[src/rtl/pipe_hazard_ctrl.sv]
// pipe_hazard_ctrl: stall/flush/freeze sequencing, operand forwarding selects and memory-wait timeout for the 5-stage core
module pipe_hazard_ctrl #(
  parameter int REG_W   = 4,
  parameter int TIMEOUT = 15,
  parameter int CNT_W   = 16
) (
  input  logic             clk,
  input  logic             rst,
  input  logic [REG_W-1:0] src1,
  input  logic [REG_W-1:0] src2,
  input  logic             two_src,
  input  logic             id_valid,
  input  logic [REG_W-1:0] exe_dst,
  input  logic             exe_wb_en,
  input  logic             exe_mem_read,
  input  logic [REG_W-1:0] mem_dst,
  input  logic             mem_wb_en,
  input  logic [REG_W-1:0] wb_dst,
  input  logic             wb_wb_en,
  input  logic             fwd_en,
  input  logic             branch_taken,
  input  logic             mem_req,
  input  logic             mem_ready,
  output logic             freeze_front,
  output logic             bubble_id_exe,
  output logic             flush_if_id,
  output logic             freeze_all,
  output logic [1:0]       sel_src1,
  output logic [1:0]       sel_src2,
  output logic             mem_error,
  output logic [CNT_W-1:0] stall_cycles,
  output logic [CNT_W-1:0] flush_count
);
  localparam int WW = $clog2(TIMEOUT + 1);
  typedef enum logic {RUN, MEM_WAIT} state_t;
  state_t           state_q;
  logic [WW-1:0]    wait_q;
  logic             mem_error_q;
  logic [CNT_W-1:0] stall_q, flush_q;
  logic             m_exe, m_mem, hazard, timeout;

  // MEM result beats WB value when both stages write the same register
  function automatic logic [1:0] fwd_sel(input logic [REG_W-1:0] idx);
    return (mem_wb_en && idx == mem_dst) ? 2'd1 : (wb_wb_en && idx == wb_dst) ? 2'd2 : 2'd0;
  endfunction

  // Control outputs act in the same cycle: freeze_all masks branch flush, which masks the hazard stall
  always_comb begin
    m_exe         = src1 == exe_dst || (two_src && src2 == exe_dst);
    m_mem         = src1 == mem_dst || (two_src && src2 == mem_dst);
    hazard        = id_valid && ((exe_wb_en && m_exe && (!fwd_en || exe_mem_read)) || (!fwd_en && mem_wb_en && m_mem));
    timeout       = state_q == MEM_WAIT && !mem_ready && wait_q == WW'(TIMEOUT);
    freeze_all    = !rst && (state_q == RUN ? mem_req && !mem_ready : !mem_ready && !timeout);
    flush_if_id   = !rst && !freeze_all && branch_taken;
    bubble_id_exe = !rst && !freeze_all && (branch_taken || hazard);
    freeze_front  = !rst && !freeze_all && !branch_taken && hazard;
    sel_src1      = (rst || !fwd_en) ? 2'd0 : fwd_sel(src1);
    sel_src2      = (rst || !fwd_en) ? 2'd0 : fwd_sel(src2);
  end

  // Memory-wait FSM with timeout, sticky error and saturating performance counters
  always_ff @(posedge clk) begin
    if (rst) begin
      state_q     <= RUN;
      wait_q      <= '0;
      mem_error_q <= 1'b0;
      stall_q     <= '0;
      flush_q     <= '0;
    end else begin
      if (state_q == RUN) begin
        if (mem_req && !mem_ready) begin
          state_q <= MEM_WAIT;
          wait_q  <= WW'(1);
        end
      end else if (mem_ready || timeout) begin
        state_q <= RUN;
        wait_q  <= '0;
      end else wait_q <= wait_q + 1'b1;
      if (timeout) mem_error_q <= 1'b1;
      if ((freeze_all || freeze_front) && !(&stall_q)) stall_q <= stall_q + 1'b1;
      if (flush_if_id && !(&flush_q)) flush_q <= flush_q + 1'b1;
    end
  end

  assign mem_error    = mem_error_q;
  assign stall_cycles = stall_q;
  assign flush_count  = flush_q;
endmodule
[config.mk]
export PLATFORM = sky130hd
export DESIGN_NAME = pipe_hazard_ctrl
export DESIGN_NICKNAME = d
export VERILOG_FILES = /design/src/rtl/pipe_hazard_ctrl.sv
export SDC_FILE = /design/constraint.sdc
export NUM_CORES = 1
export LEC_CHECK = 0
export BUFFER_PORTS_ARGS = -buffer_cell sky130_fd_sc_hd__buf_4
export CAP_MARGIN = 20
export CORE_ASPECT_RATIO = 1.2
export CORE_MARGIN = 2
export CORE_UTILIZATION = 50
export DETAILED_ROUTE_END_ITERATION = 10
export HOLD_SLACK_MARGIN = 0.1
export PLACE_DENSITY = 0.78
export SYNTH_ARGS = -nofsm -noshare
export SYNTH_HDL_FRONTEND = slang
export SYNTH_SLANG_ARGS = --single-unit
[constraint.sdc]
create_clock -name clk -period 4.7 [get_ports clk]
set_input_delay 0.94 -clock clk [delete_from_list [all_inputs] [get_ports clk]]
set_output_delay 0.94 -clock clk [all_outputs]
set_load 0.01 [all_outputs]
Yosys cells after proc, flatten, opt, wreduce, memory -nomap -nowiden
Index checks and enable logic that the tools add are counted.
- shift-type cells: 0
- divide/modulo/power cells: 0
- add/subtract/negate cells: 3
- reductions and logical operators: 42
- equal/unequal tests: 7
- bitwise operators: 0
- order comparisons: 0
- mux-type cells: 13
- multiply operators: 0
- operators by type and width (kind ; number):
    $add A16 B1 Y16 const B ; 2
    $reduce_and A16 Y1 ; 2
    $eq A4 B4 Y1 ; 6
    $logic_and A1 B1 Y1 ; 23
    $mux W2 ; 6
    $mux W4 ; 3
    $logic_not A1 Y1 ; 8
    $logic_or A1 B1 Y1 ; 8
    $add A4 B1 Y4 const B ; 1
    $eq A4 B4 Y1 const B ; 1
    $mux W1 ; 4
    $reduce_bool A2 Y1 ; 1
- output and inout port bits: 41
- register bits: 38
- latch bits: 0
- bits in read-only memories: 0
- word-level logic and storage cells: 70
- memories: 0
- RAM bits: 0

Depth between registers and ports, before layout
Gate-level depths: netlist (run 1).
- word-level depth: 13
- mapped depth: 8

Worst setup path before layout (run 1)
OpenSTA, ideal clock, no wires.
- path kind: input port to output port
- start: in mem_dst[1]
- end: out bubble_id_exe
- setup slack: 1678 ps
- stages on the path: 6
- path buffers: 0
- data arrival time: 2082 ps
- required time: 3760 ps
- cell sequence: xor2_1 nor4_2 and3_4 or3_2 a21oi_1 nor3_1
- cells in the longest elaborated chain, start to end: 8
- elaborated cells between the ends (all ways): 9
- ends and longest elaborated chain (item ; RTL line ; text):
    start: declaration ; 16 ; input logic [REG_W-1:0] mem_dst,
    $eq A4 B4 Y1 ; 50 ; m_mem = src1 == mem_dst || (two_src && src2 == mem_dst);
    $logic_and A1 B1 Y1 ; 50 ;
    $logic_or A1 B1 Y1 * ; 50 ;
    $logic_and A1 B1 Y1 * ; 51 ; hazard = id_valid && ((exe_wb_en && m_exe && (!fwd_en || exe_mem_read)) || (!fwd_en && mem_wb_en && m_mem));
    $logic_or A1 B1 Y1 * ; 51 ;
    $logic_and A1 B1 Y1 * ; 51 ;
    $logic_or A1 B1 Y1 * ; 55 ; bubble_id_exe = !rst && !freeze_all && (branch_taken || hazard);
    $logic_and A1 B1 Y1 * ; 55 ;
    end: declaration ; 25 ; output logic bubble_id_exe,
Every way passes the cells marked *; elsewhere a longest branch is shown, timed or not.

Final worst setup path (run 1)
- start: in rst
- end: out freeze_all
- cells in the longest elaborated chain, start to end: 2
- ends and longest elaborated chain (item ; RTL line ; text):
    start: declaration ; 8 ; input logic rst,
    $logic_not A1 Y1 ; 53 ; freeze_all = !rst && (state_q == RUN ? mem_req && !mem_ready : !mem_ready && !timeout);
    $logic_and A1 B1 Y1 ; 53 ;
    end: declaration ; 27 ; output logic freeze_all,
No other way between the ends.

==> results of run 1 <==
==> state kept, by name (all words and copies together) (netlist names) <==
name and cells:
flush_count 16, mem_error 1, stall_cycles 16, state_q 1, wait_q 4
==> cells in the mapped netlist (3+ instances only) <==
cell,instances
dfxtp_1,38
nor2_1,33
xnor2_1,22
nand3_1,16
a21oi_1,15
xor2_1,15
nand2_1,14
nand4_1,12
nor2b_1,11
nor3_1,10
inv_1,9
and3_1,8
and4_1,8
clkbuf_1,6
mux2_2,6
mux2i_1,6
o21ai_0,6
o2111ai_1,4
ha_1,3
==> through the flow <==
stage / setup slack (ps) / total power (uW) / utilization [%]
2_1_floorplan: 1680 / 387 / -
3_3_place_gp: 1300 / 429 / 64.8
3_5_place_dp: 1210 / 431 / 64.8
4_1_cts: 1210 / 639 / 66.5
5_1_grt: 1100 / 664 / 66.5
6_report: 1200 / 633 / 66.5
==> power by group through the flow <==
stage | sequential (uW) | clock [uW] | combinational (uW)
after global placement | 338 | 0 | 91.0
after CTS | 331 | 215 | 93.4
final | 331 | 209 | 93.1
after floorplan | 338 | 0 | 48.9
after detailed placement | 338 | 0 | 93.2
after global routing | 331 | 231 | 102
==> routing by layer <==
| layer | vias up | track usage, % | share of wire [%] | wire length [um] |
|---|---|---|---|---|
| met3 | 11 | 4.09 | 4.0 | 224 |
| met5 | - | 0 | 0 | 0 |
| met1 | 1084 | 24.8 | 43 | 2410 |
| met2 | 53 | 39.2 | 51 | 2860 |
| li1 | 1162 | - | - | - |
| met4 | 0 | 7.35 | 1.6 | 91 |
==> kinds of logic after synthesis <==
group                    Yosys count
AND/OR/NAND/NOR                  130
AO/OA/AOI/OAI                     42
flip-flops                        38
XOR/XNOR                          37
buffers and inverters             21
multiplexers                      14
adder cells (fa/ha/maj)            3
==> path summary, 6_finish.rpt <==
path                      endpoint  slack [ps]      start  cells after the start
hold reg to reg          mem_error         500  mem_error                      2
setup reg to reg  stall_cycles[10]        2400  wait_q[0]                      8
hold / removal           mem_error         500  mem_error                      2
setup / recovery        freeze_all        1200        rst                      5
==> worst register-to-register path, stage by stage, from the launching register on <==
cell      delay (ps)
dfxtp_1          340
ha_1             240
and4_1           220
nor3_1           450
inv_1            150
o311ai_4         170
inv_4            120
o211ai_2         190
mux2_4           310
==> cell type report <==
| class | count | area, um^2 |
|---|---|---|
| sequential | 38 | 761 |
| clock inverter | 2 | 10.0 |
| timing repair buffer | 72 | 541 |
| inverter | 12 | 47.5 |
| multi-input combinational | 226 | 1560 |
| tap | 58 | 72.6 |
| fill | 397 | 1540 |
| clock buffer | 5 | 68.8 |
==> run_results.csv, run 1 <==
group,metric,value,unit
setup_path,timing.critical_path.arrival,2560,ps
setup_path,crit_buf_inv,4,
routing,vias,2310,
floorplan,pin_count,73,
power,sequentialPowerShare,52.2,%
power,clock_power_share,33.1,%
floorplan,core_area,4590,um^2
logic_synthesis,synthArstFlopShare,0,%
timing,finalClockSkew,3.58,ps
cells_and_area,most-common-layout-cells,"buf_4, dfxtp_1, nor2_1",
timing,hold_viol,0,
power,cellPowerDensity,207,nW/um^2
logic_synthesis,synthAdderAreaFrac,1.56,%
cts,clock_tree_from_tritoncts,"yes",
logic_synthesis,post-synth-top-area-cell,"dfxtp_1",
placed_design,placedInstanceArea,2980,um^2
routing,drt-total-wl,5.59,mm
cells_and_area,layout-drive-gt1-share,28.5,%
cts,clk_pin_slew_worst_paths,70,ps
logic_synthesis,yosysSeqAreaShare,31.7,%
logic_synthesis,synth_edf_count,0,
cells_and_area,num_antenna_cells,0,
timing,setup_repair_after_global_routing_missed_its_margin,"no",
floorplan,initial_core_util,52.2,%
cells_and_area,layout.nets,390,
logic_synthesis,synthesis.area_per_instance,8.42,um^2
logic_synthesis,synth_area_leaders,"dfxtp_1, xnor2_1, xor2_1",
routing,drt-pass1-iter-count,4,
cts,htree_num_levels,2,
power,pwr-share-comb,14.7,%
logic_synthesis,postSynth.topFlopCell,"dfxtp_1",
routing,route.antenna.remaining_nets,0,
logic_synthesis,ys_ff_latch,38,
cts,cts-root-buf,"clkbuf_8",
logic_synthesis,synth.distinct_cells,50,
cells_and_area,layout-area-overhead-vs-synth,27.4,%
setup_path,timing.critical_path.slowest_stage_cell,"clkinv_1",
outcome,outcome,"completed",
power,internal_power,471,uW
routing,avgRoutedWirePerCell,13.5,um
timing,hold-worst-slack,497,ps
routing,drtIter0Drc,159,
cts,cts-buffers-inserted,5,
setup_path,critical_path.max_stage_delay,390,ps
routing,post_drt_via_cell_ratio,5.59,
grt,vias_in_the_first_global_route,2165,
timing,setup_viol,0,
logic_synthesis,syn-cell-area,2400,um^2
floorplan,rows,27,
timing,period_minus_slack,3500,ps
setup_path,critPathKind,"in -> out",
logic_synthesis,postSynthNetCount,320,
setup_path,cp-start-kind,"input port",
placed_design,io_buffer_count,72,
cts,post_cts.repair.setup_buffers,0,
power,vdd_ir_drop_max,0.159,mV
placed_design,place_hpwl,4.30,mm
grt,largest_net_degree_at_the_start_of_global_routing,45,
flow_run,maxCapViolations,0,
cts,clk-insertion-delay-late,280,ps
cells_and_area,layout.cells.most_common,"buf_4",
cts,cts_hold_buf,0,
logic_synthesis,muxShareOfSynthArea,6.57,%
placed_design,dpl.cell_count,406,
timing,timing.setup.tns,0,ps
routing,drc_violations_left,0,
setup_path,largest_delay_share_family_worst_path,"buffers and inverters",
logic_synthesis,xor_and_xnor_fraction_of_the_mapped_netlist_area,13.5,%
floorplan,die_x,67.2,um
min_path,hold_class,"reg -> reg",
logic_synthesis,syn_inst,285,
logic_synthesis,yosysWarnings,0,
setup_path,end_kind,"output port",
timing,achievable-frequency,286,MHz
logic_synthesis,synth-compound-area-share,13.6,%
grt,initial_antenna_violation_count,0,
cells_and_area,final_design_area_no_fill,3060,um^2
logic_synthesis,post-synth-top-area-fraction,31.7,%
power,total_switching_power,162,uW
power,p_leak,0.00127,uW
grt,grt_pass1_wl,9.18,mm
timing,tightest_slew,560,ps
grt,gr-total-overflow,0,
cells_and_area,layoutNonFillerInstCount,413,
setup_path,cp_data_required_time,3760,ps
setup_path,critical_path.max_fanout,44,
grt,grt_usage,21.7,%
timing,timing.max_slew.rel_slack,62.4,%
timing,drv_slew,0,
logic_synthesis,combinational_family_with_the_most_area_after_synthesis,"simple AND/OR/NAND/NOR gates",
power,switching_share,25.5,%
placed_design,gpl.final_weighted_congestion,0.857,
timing,fin_crit_sh,74.4,%
cts,clock_path_buffers,2,
setup_path,path_cells,"buf_4 > clkinv_1 > nand2_2 > clkinv_1 > buf_4",
cts,post_cts_resized,0,
floorplan,die_height,79.9,um
floorplan,die_area,5370,um^2
logic_synthesis,synthSimpleGateAreaFrac,29.6,%
cts,clock_sink_count,38,
No activity file was read; power rests on OpenSTA's default activity.
==> run 2, diff against run 1 <==
--- a/config.mk
+++ b/config.mk
@@ -5,14 +5,15 @@
 export SDC_FILE = /design/constraint.sdc
 export NUM_CORES = 1
 export LEC_CHECK = 0
+export ABC_AREA = 1
 export BUFFER_PORTS_ARGS = -buffer_cell sky130_fd_sc_hd__buf_4
 export CAP_MARGIN = 20
 export CORE_ASPECT_RATIO = 1.2
 export CORE_MARGIN = 2
-export CORE_UTILIZATION = 50
+export CORE_UTILIZATION = 47
 export DETAILED_ROUTE_END_ITERATION = 10
 export HOLD_SLACK_MARGIN = 0.1
-export PLACE_DENSITY = 0.78
+export PLACE_DENSITY = 0.76
 export SYNTH_ARGS = -nofsm -noshare
 export SYNTH_HDL_FRONTEND = slang
 export SYNTH_SLANG_ARGS = --single-unit
==> constraint.sdc (replaced) <==
create_clock -name clk -period 3 [get_ports clk]
set_input_delay 0.6 -clock clk [delete_from_list [all_inputs] [get_ports clk]]
set_output_delay 0.6 -clock clk [all_outputs]
set_load 0.01 [all_outputs]
==> run_results.csv, run 2 <==
group,metric,value,unit
floorplan,die_area,6060,um^2
cells_and_area,filler_cell_count,496,
logic_synthesis,synth_area_leaders,"dfxtp_1, nand2_1, inv_1",
timing,hold_viol,0,
routing,route.antenna.remaining_nets,0,
timing,hold-worst-slack,463,ps
placed_design,gpl.final_weighted_congestion,0.844,
logic_synthesis,syn_inst,401,
cells_and_area,area_of_the_multi_input_gates,1510,um^2
setup_path,timing.rr.end,"flush_count[4]",
routing,drc_violations_left,0,
logic_synthesis,syn-cell-area,2560,um^2
timing,setup_viol,0,
timing,fin_crit_sh,79.0,%
logic_synthesis,yosysWarnings,0,
logic_synthesis,synth_edf_count,0,
cts,clk_pin_slew_worst_paths,70,ps
grt,grt_pass1_wl,9.54,mm
placed_design,place_hpwl,4.65,mm
routing,avgRoutedWirePerCell,11.1,um
logic_synthesis,yosysSeqAreaShare,29.7,%
timing,timing.setup.tns,0,ps
grt,vias_in_the_first_global_route,2348,
setup_path,cp_data_required_time,2400,ps
timing,finalClockSkew,6.18,ps
placed_design,dpl.cell_count,529,
power,vdd_ir_drop_max,0.179,mV
grt,gr-total-overflow,0,
setup_path,critPathLaunch,"wait_q[0]",
cts,cts-buffers-inserted,5,
flow_run,maxCapViolations,0,
cells_and_area,layout-area-overhead-vs-synth,25.8,%
cells_and_area,layout-drive-gt1-share,22.9,%
cells_and_area,layoutNonFillerInstCount,537,
power,p_leak,0.00161,uW
cts,clk-insertion-delay-late,290,ps
cells_and_area,most-common-layout-cells,"nand2_1, buf_4, inv_1",
grt,met2_usage,35.0,%
min_path,hold_class,"reg -> reg",
timing,tightest_slew,538,ps
placed_design,pre_cts_slack,683,ps
logic_synthesis,netlist_top_cells_count,"nand2_1, inv_1, nor2_1, dfxtp_1, nand3_1",
cells_and_area,num_antenna_cells,0,
logic_synthesis,ys_ff_latch,38,
grt,globalRouteMet1Util,21.1,%
placed_design,io_buffer_count,72,
setup_path,setup.worst_path.end,"freeze_front",
timing,setup_repair_after_global_routing_missed_its_margin,"no",
logic_synthesis,post-synth-top-area-cell,"dfxtp_1",
timing,period_minus_slack,2370,ps
grt,largest_net_degree_at_the_start_of_global_routing,33,
setup_path,end_kind,"output port",
timing,timing.final.ws_setup,629,ps
power,cellPowerDensity,326,nW/um^2
cts,post_cts_resized,0,
timing,achievable-frequency,422,MHz
timing,drv_slew,0,
routing,drtIter0Drc,110,
setup_path,rr_worst_depth,10,
logic_synthesis,synth.distinct_cells,34,
logic_synthesis,yosysMostFrequentCell,"nand2_1",
floorplan,rows,29,
cts,htree_num_levels,2,
outcome,outcome,"completed",
logic_synthesis,postSynth.topFlopCell,"dfxtp_1",
floorplan,die_x,71.4,um
grt,met3_usage,4.51,%
routing,drt-total-wl,5.95,mm
setup_path,cp-start-kind,"register",
floorplan,core_area,5260,um^2
routing,vias,2676,
grt,initial_antenna_violation_count,0,
logic_synthesis,synthArstFlopShare,0,%
floorplan,die_height,84.9,um
routing,drt-pass1-iter-count,4,
cells_and_area,sequential_cell_area,761,um^2
routing,post_drt_via_cell_ratio,4.98,
setup_path,critical_path.max_fanout,4,
logic_synthesis,postSynthNetCount,436,
setup_path,r2r_slack,920,ps
setup_path,worstReg2RegStart,"wait_q[0]",
floorplan,pin_count,73,
cts,clock_path_buffers,2,
logic_synthesis,post-synth-top-area-fraction,29.7,%
cts,post_cts.repair.setup_buffers,0,
logic_synthesis,synthesis.area_per_instance,6.39,um^2
grt,grt_busiest_layer,"met2",
cts,cts_hold_buf,0,
floorplan,initial_core_util,48.7,%
cts,clock_tree_from_tritoncts,"yes",
timing,timing.max_slew.rel_slack,64.2,%
power,report.power.total,1050,uW
cells_and_area,layout.nets,509,
setup_path,timing.critical_path.arrival,1770,ps
grt,grt_usage,19.1,%
cts,cts-root-buf,"clkbuf_8",
cells_and_area,layout.cells.most_common,"nand2_1",
cts,clock_sink_count,38,
setup_path,critPathKind,"reg -> out",
## run 2: changes by cell type in the layout (fill, tap and decap cells not counted), moves of 11 or more
cell / delta
nand2_1: +93
inv_1: +50
nor2_1: +21
nand3_1: +18
xnor2_1: -16
nor2b_1: -11
## run 2: worst min-delay path by stage
stage / startpoint / endpoint / cells past startpoint
CTS: mem_error / mem_error / 2
global route: mem_error / mem_error / 2
global placement: mem_error / mem_error / 2
floorplan: wait_q[1] / wait_q[1] / 2
finish: mem_error / mem_error / 2
detailed placement: mem_error / mem_error / 2
## run 2: critical path: stages, from the launching register on
cell and delay (ps):
dfxtp_1 390, ha_1 190, nand2_1 80, nor2_2 100, nand3_2 100, nand3_2 130, nand3_4 100, nor2_2 100
nand3_2 120, inv_1 70, buf_4 120
## run 2: through the flow
step	util (%)	cell area (um^2)
final	61.2	3220
after global routing	61.2	3220
after CTS	61.2	3220
after floorplan	-	2560
after detailed placement	59.4	3130
after global placement	59.4	3130
## run 2: cell type report
type	count	share of cell area, %
Timing Repair Buffer	74	17.2
Sequential cell	38	23.6
Inverter	59	6.87
Tap cell	62	2.41
Multi-Input combinational cell	296	46.9
Clock buffer	6	2.56
Clock inverter	2	0.388
## run 2: per-layer routing
layer  part of all wire (%)  vias up
li1                       -     1410
met1                     42     1194
met2                     51       62
met3                    5.5       10
met4                    1.6        0
met5                      0        -
## run 2: cell families (layout without fill, tap and decap cells)
logic type	after synthesis	in the layout	synth area share (%)
AO/OA/AOI/OAI	42	42	9.67
flip-flops	38	38	29.7
adder cells (fa/ha/maj)	3	3	1.47
buffers and inverters	67	141	11.3
AND/OR/NAND/NOR	231	231	41.0
XOR/XNOR	20	20	6.84
## run 2: power by group
part	internal, uW	switching, uW	leakage [uW]
clock network	185	181	0.0000472
registers	510	7.40	0.000307
logic	72.7	94.3	0.00125
total	768	283	0.00161
